File: src/rtl/multiplexer_arbiter.sv
// Round-robin arbiter sharing one N:1 multiplexer between N requesters
// (N = 2**NUM_OF_CONTROL_SIGNALS). The current owner keeps the grant until it
// drops its request. An optional hold limit can force the grant to move.
//
// Ports:
//   clk              clock; all state changes on the rising edge
//   reset            synchronous, active-high reset
//   request[N]       request[i] high = requester i wants or keeps the mux
//   grant[N]         one-hot owner; all-zero when idle
//   grant_valid      high while some requester owns the mux
//   control_signals  owner index, drives the multiplexer select
//   preempted        1-cycle pulse when the hold limit removed a grant
module multiplexer_arbiter #(
  parameter int unsigned NUM_OF_CONTROL_SIGNALS = 1,
  parameter int unsigned MAX_HOLD_CYCLES        = 8
) (
  input  logic                              clk,
  input  logic                              reset,
  input  logic [2**NUM_OF_CONTROL_SIGNALS-1:0] request,
  output logic [2**NUM_OF_CONTROL_SIGNALS-1:0] grant,
  output logic                              grant_valid,
  output logic [NUM_OF_CONTROL_SIGNALS-1:0] control_signals,
  output logic                              preempted
);

  localparam int unsigned W       = NUM_OF_CONTROL_SIGNALS;
  localparam int unsigned N       = 2 ** W;
  localparam bit          Limited = (MAX_HOLD_CYCLES > 0);
  localparam int unsigned HoldW   = Limited ? $clog2(MAX_HOLD_CYCLES + 1) : 1;
  localparam int unsigned HoldLast = Limited ? MAX_HOLD_CYCLES - 1 : 0;
  localparam logic [HoldW-1:0] HoldLastV = HoldW'(HoldLast);
  localparam logic [HoldW-1:0] HoldMaxV  = HoldW'(MAX_HOLD_CYCLES);

  typedef enum logic [0:0] {StIdle, StOwned} state_e;

  state_e           state_q, state_d;
  logic [N-1:0]     grant_q, grant_d;
  logic [W-1:0]     ctrl_q, ctrl_d;
  logic [W-1:0]     last_q, last_d;
  logic [HoldW-1:0] hold_q, hold_d;
  logic             pre_q, pre_d;

  logic [N-1:0]     scan_req;
  logic             pick_found;
  logic [W-1:0]     pick_idx;
  logic             limit_hit;

  // First set request scanning last+1, last+2, ... wrapping to last.
  // Index arithmetic wraps naturally because N is a power of two.
  function automatic logic [W:0] rr_pick(input logic [N-1:0] req, input logic [W-1:0] last);
    logic [W:0]   res;
    logic [W-1:0] cand;
    res = '0;
    for (int i = 1; i <= int'(N); i++) begin
      cand = last + W'(i);
      if (!res[W] && req[cand]) begin
        res = {1'b1, cand};
      end
    end
    return res;
  endfunction

  // The owner is masked out of the scan, so a preempted owner cannot win again
  // in the same cycle. On release its bit is already low; in idle grant_q is 0.
  assign scan_req = request & ~grant_q;
  assign {pick_found, pick_idx} = rr_pick(scan_req, last_q);

  // hold_q counts owned cycles already completed; this edge completes one more.
  assign limit_hit = Limited && (hold_q >= HoldLastV);

  always_comb begin
    state_d = state_q;
    grant_d = grant_q;
    ctrl_d  = ctrl_q;
    last_d  = last_q;
    hold_d  = hold_q;
    pre_d   = 1'b0;
    unique case (state_q)
      StIdle: begin
        if (pick_found) begin
          state_d = StOwned;
          grant_d = N'(1) << pick_idx;
          ctrl_d  = pick_idx;
          last_d  = pick_idx;
          hold_d  = '0;
        end
      end
      StOwned: begin
        if (!request[ctrl_q]) begin
          // Release wins over the hold limit, so preempted stays low here.
          if (pick_found) begin
            grant_d = N'(1) << pick_idx;
            ctrl_d  = pick_idx;
            last_d  = pick_idx;
          end else begin
            state_d = StIdle;
            grant_d = '0;
          end
          hold_d = '0;
        end else if (limit_hit && pick_found) begin
          grant_d = N'(1) << pick_idx;
          ctrl_d  = pick_idx;
          last_d  = pick_idx;
          hold_d  = '0;
          pre_d   = 1'b1;
        end else if (Limited && (hold_q != HoldMaxV)) begin
          hold_d = hold_q + 1'b1;
        end
      end
      default: state_d = StIdle;
    endcase
  end

  always_ff @(posedge clk) begin
    if (reset) begin
      state_q <= StIdle;
      grant_q <= '0;
      ctrl_q  <= '0;
      last_q  <= {W{1'b1}};
      hold_q  <= '0;
      pre_q   <= 1'b0;
    end else begin
      state_q <= state_d;
      grant_q <= grant_d;
      ctrl_q  <= ctrl_d;
      last_q  <= last_d;
      hold_q  <= hold_d;
      pre_q   <= pre_d;
    end
  end

  assign grant           = grant_q;
  assign grant_valid     = (state_q == StOwned);
  assign control_signals = ctrl_q;
  assign preempted       = pre_q;

endmodule

File: config.mk
export PLATFORM = sky130hd
export DESIGN_NAME = multiplexer_arbiter
export DESIGN_NICKNAME = d
export VERILOG_FILES = /design/src/rtl/multiplexer_arbiter.sv
export SDC_FILE = /design/constraint.sdc
export NUM_CORES = 1
export LEC_CHECK = 0
export BUFFER_PORTS_ARGS = -buffer_cell sky130_fd_sc_hd__buf_4
export CAP_MARGIN = 10
export CORE_AREA = 3 3 40 42
export DETAILED_ROUTE_END_ITERATION = 16
export DIE_AREA = 0 0 43 45
export PLACE_DENSITY = 0.68
export SLEW_MARGIN = 15
export SYNTH_ARGS = -nofsm -noshare
export SYNTH_HDL_FRONTEND = slang
export SYNTH_SLANG_ARGS = --single-unit
File: constraint.sdc
create_clock -name clk -period 1.7 [get_ports clk]
set_input_delay 0.34 -clock clk [delete_from_list [all_inputs] [get_ports clk]]
set_output_delay 0.34 -clock clk [all_outputs]
set_load 0.05 [all_outputs]
## Yosys cells after proc, flatten, opt, wreduce, memory -nomap -nowiden

Cells that the tools add are included.

- Add/subtract/negate cells: 2
- Order comparisons: 4
- Equality and inequality tests: 4
- Shifts and indexed selects: 1
- Mux-type cells: 29
- Bitwise logic cells: 4
- Reductions and logical operators: 6

Operator list:

| cell | count |
|---|---|
| 2-to-1 mux 4 bit | 4 |
| 2-to-1 mux 1 bit | 14 |
| 2-to-1 mux 2 bit | 6 |
| case mux 4 bit (2 select lines) | 1 |
| less-than comparator 1 x 2 -> 1 bit, second input constant | 3 |
| case mux 1 bit (2 select lines) | 3 |
| adder 4 x 1 -> 4 bit, second input constant | 1 |
| greater-or-equal comparator 4 x 3 -> 1 bit, second input constant | 1 |
| != test 4 x 2 -> 1 bit, second input constant | 1 |
| != test 4 bit, second input constant | 1 |
| case mux 2 bit (2 select lines) | 1 |
| AND reduction 2 bit | 2 |
| != test 3 x 2 -> 1 bit, second input constant | 1 |
| OR reduction 3 bit | 1 |
| AND 2 bit | 1 |
| logical AND 1 bit | 2 |
| != test 2 bit, second input constant | 1 |
| NOT 1 bit | 2 |
| NOT 2 bit | 1 |
| << shifter 1 x 1 -> 2 bit, first input constant | 1 |
| adder 1 bit, second input constant | 1 |
| zero test 1 bit | 1 |

- Register bits: 10
- Input port bits: 4
- Logic and storage cells: 56

## Depth between registers and ports, before layout

- Depth after elaboration: 12
- Depth in mapped cells: 6
- Mapped depth without buffers: 6

## Worst setup path after synthesis

No wires, ideal clock.

- Path kind: register -> register
- From: register ctrl_q (netlist: control_signals)
- To: register grant_q[0] (netlist: grant[0])
- Library setup time: 66 ps
- Arrival: 1655 ps
- Data required time: 1634 ps
- Path slack: -21 ps
- Stages on the path, launching flop included: 5
- Cell sequence: dfxtp_1 -> mux2i_4 -> nand2_2 -> a211o_1 -> a21oi_2

- Word-level cells in the longest chain between the ends: 4

RTL lines:

| item | line | text |
|---|---|---|
| start: declaration | 38 | `logic [W-1:0] ctrl_q, ctrl_d;` |
| start signal: assignment | 125 | `ctrl_q <= ctrl_d;` |
| 2-to-1 mux 1 bit (not written as such) (*) (2 in series) | 89 | `if (!request[ctrl_q]) begin` |
| 2-to-1 mux 2 bit or != test 3 x 2 -> 1 bit (tied branches) | -- |  |
| case mux 2 bit (2 select lines) or AND reduction 2 bit (tied branches) | -- |  |
| end signal: assignment | 124 | `grant_q <= grant_d;` |
| end: declaration | 37 | `logic [N-1:0] grant_q, grant_d;` |

Every way passes the cells marked *; elsewhere a longest branch is shown, timed or not. The select of a mux whose other input is x is not followed.
A chain may end at the register's enable or synchronous reset.

## Worst setup path in the final report

- From: register hold_q[1]
- To: register ctrl_q (netlist: control_signals)

- Word-level cells in the longest chain between the ends: 3

RTL lines:

| item | line | text |
|---|---|---|
| start: declaration | 40 | `logic [HoldW-1:0] hold_q, hold_d;` |
| start signal: assignment | 127 | `hold_q <= hold_d;` |
| greater-or-equal comparator 4 x 3 -> 1 bit | 69 | `assign limit_hit = Limited && (hold_q >= HoldLastV);` |
| logical AND 1 bit | 100 | `end else if (limit_hit && pick_found) begin` |
| != test 3 x 2 -> 1 bit (no source line) | -- |  |

Every way passes these cells.

==> summary.txt <==
Outcome
  – Outcome: complete, no violations

Worst setup path
  – Critical Path Source Type: register
  – Slowest stage delay, CP: 380 ps
  – WP data arrival: 1610 ps
  – Slowest cell on crit path: dfxtp_1
  – Bufs and invs on worst path: 0
  – Critical Path End Type: register
  – CP Data Required Time: 1850 ps
  – Critical-path cell list: ha_1, a21o_1, o21ai_1, a221oi_1, nor3_1
  – Critical path fanouts, max: 4
  – Setup CP Type: register to register
  – CP delay by family, top: compound AO/OA/AOI/OAI gates

Placed design
  – Placed Instances: 85
  – Cell Area, Placed: 654 sq um
  – PortBufs: 8
  – Pre-CTS WS: 242 ps
  – DP HPWL: 926 um
  – Placer Congestion: 0.780

Logic synthesis
  – Count of cell types in the netlist: 32
  – Synth Register Bits: 10
  – Cells after Synth: 63
  – Post-Synth XOR/XNOR Area: 2.99%
  – Post-Synthesis Cell Area: 586 sq um
  – Average cell area after synthesis: 9.29 sq um
  – YS warnings: 0
  – Main combinational cell family by area after synthesis: compound AO/OA/AOI/OAI gates
  – Simple-gate share of the synthesized area: 22.6%
  – Seq/Total Area, Yosys: 34.2%
  – Post-synth net total: 69
  – Multiplexer share of the synthesized area: 3.85%
  – Compound-Gate Fraction of Synth Area: 27.6%
  – Adder-cell area share of the yosys netlist: 4.27%

Finish
  – Non-Filler Instances: 88
  – Area Overhead vs Synth: 15.6%
  – Final net count: 81
  – Final core utilization: 52.7%
  – Antenna fix cells: 0
  – Layout cells sized above 1: 27.4%
  – Post-route cell area: 677 sq um

Timing
  – Max Freq: 0.688 GHz
  – Final worst path period need: 1450 ps
  – Final hold vios: 0
  – Skew final: 7.07 ps
  – Worst-Margin Slew: 319 ps
  – Slew headroom: 78.7%
  – Crit share post-route: 85.5%
  – RSZ-0062 raised after global routing: no
  – Total negative setup slack: 0 ps
  – Fin. max-slew vios: 0
  – Setup violators final: 0
  – Final WS setup: 246 ps

Drt
  – DRC violations left: 0
  – DRT iter0 DRCs: 3
  – DRT antenna net count: 0
  – Total number of vias: 525
  – Final WL: 1.17 mm
  – Initial DRT Pass Iterations: 4
  – Via density per instance: 5.97
  – Routed length per instance: 13.3 um

Floorplan
  – DIE HEIGHT: 45 um
  – Core Box Area: 0.00128 sq mm
  – Std cell rows: 13
  – Initial Util: 45.6%
  – I/O pin count: 9
  – Width of the chip: 43 um
  – Die area: 0.00194 sq mm

Clocking
  – Max H-tree Level: 1
  – CTS tree: yes
  – Post-CTS Resized: 0
  – Setup Fix Bufs, Post-CTS: 0
  – Inserted Clock Buffers: 3
  – Clock Path Buffers: 2
  – Root Buffer: clkbuf_4
  – Clk sinks: 10
  – Clock latency at the later pin of the worst-skew pair: 270 ps
  – Hold-fix buffers at CTS: 0
  – Clock transition at the registers of the reported paths: 60 ps

Power and ir drop
  – Static Leak: 0.264 nW
  – Pwr dens: 924 mW/mm^2
  – Peak VDD IR: 0.544 mV

Global routing
  – Total GRT Usage: 14.9%
  – Vias in the first global route: 474
  – Total gr overflow: 0
  – Largest net degree at the start of global routing: 9
  – First-pass GRT wire length: 2.06 mm
  – Initial antenna violation count: 0

Min path
  – Hold Crit Class: primary input to register

Flow run
  – Maxcap violations: 0
-- Yosys cell counts --
library cell | number | area [sq um]
dfxtp_1 | 10 | 200
nand3_1 | 6 | 30.0
inv_1 | 4 | 15.0
nor2_1 | 4 | 15.0
a21oi_1 | 3 | 15.0
nor3_1 | 3 | 15.0
o21ai_1 | 3 | 15.0
a211oi_1 | 2 | 15.0
a21oi_2 | 2 | 17.5
a221oi_1 | 2 | 17.5
ha_1 | 2 | 25.0
xnor2_1 | 2 | 17.5
a211o_1 | 1 | 8.76
a21bo_2 | 1 | 10.0
a21o_1 | 1 | 7.51
a31oi_1 | 1 | 6.26
and2b_1 | 1 | 7.51
buf_6 | 1 | 11.3
mux2i_4 | 1 | 22.5
nand2_1 | 1 | 3.75
nand2_2 | 1 | 6.26
nand2b_1 | 1 | 6.26
nand2b_4 | 1 | 13.8
nand3b_1 | 1 | 7.51
nand4_1 | 1 | 6.26
nor2b_4 | 1 | 13.8
o211ai_1 | 1 | 7.51
o21ai_0 | 1 | 5.00
o22ai_4 | 1 | 20.0
o311ai_1 | 1 | 8.76
o31ai_1 | 1 | 7.51
or2b_1 | 1 | 7.51
-- final timing paths --
kind                          start                      endpoint  slack, ps  cells after the start
min                           reset         grant[0]$_SDFFE_PP0P_        280                      2
min reg2reg   grant[1]$_SDFFE_PP0P_         grant[1]$_SDFFE_PP0P_        490                      2
max reg2reg  hold_q[1]$_SDFFE_PP0P_  control_signals$_SDFFE_PP0P_        250                      5
max          hold_q[1]$_SDFFE_PP0P_  control_signals$_SDFFE_PP0P_        250                      5
-- metal layers --
metal | routed length, um | global-route usage, % | up-vias
met4 | 58 | 15.7 | 0
met2 | 479 | 19.2 | 16
met1 | 576 | 18.9 | 241
met3 | 58 | 4.38 | 7
met5 | 0 | 0 | -
li1 | - | - | 261
-- through the flow --
step           hold slack (ps)  total power, W
2_1_floorplan              402        0.000428
3_3_place_gp               495        0.000471
3_5_place_dp               485        0.000472
4_1_cts                    269        0.000635
5_1_grt                    282        0.000661
6_report                   277        0.000625
-- cell families (layout without fill, tap and decap cells) --
logic type | Yosys count | after routing
DFF | 10 | 10
and+or+nand+nor | 22 | 22
buffers and inverters | 5 | 15
muxes | 1 | 1
xor gates and xnor gates | 2 | 2
adders and majority gates | 2 | 2
AOI/OAI and AO/OA | 21 | 21
-- flip-flops by register name, indices dropped and copies added (netlist names) --
register         flops
grant_valid          1
control_signals      1
hold_q               4
preempted            1
grant                2
last_q               1
-- cells in the final DEF (no fill, tap or decap), drive strengths merged --
cell type,count
a211o,1
a211oi,2
a21bo,1
a21o,1
a21oi,5
a221oi,2
a31oi,1
and2b,1
buf,8
clkbuf,3
dfxtp,10
ha,2
inv,4
mux2i,1
nand2,2
nand2b,2
nand3,6
nand3b,1
nand4,1
nor2,4
nor2b,1
nor3,3
o211ai,1
o21ai,4
o22ai,1
o311ai,1
o31ai,1
or2b,1
xnor2,2
-- power breakdown --
part	switching (W)	internal (W)	total, W
combinational	0.000114	0.0000738	0.000188
sequential	0.0000254	0.000254	0.000279
clock	0.0000767	0.0000816	0.000158
-- final cells by class --
type                       instances  area [sq um]
inverter                           4          15.0
timing repair buffer               8          60.1
fill                             135           608
sequential                        10           201
tap                               15          18.8
clock buffer                       3          22.5
multi-input combinational         48           359
Note: power is estimated with default switching activity, not from simulation.
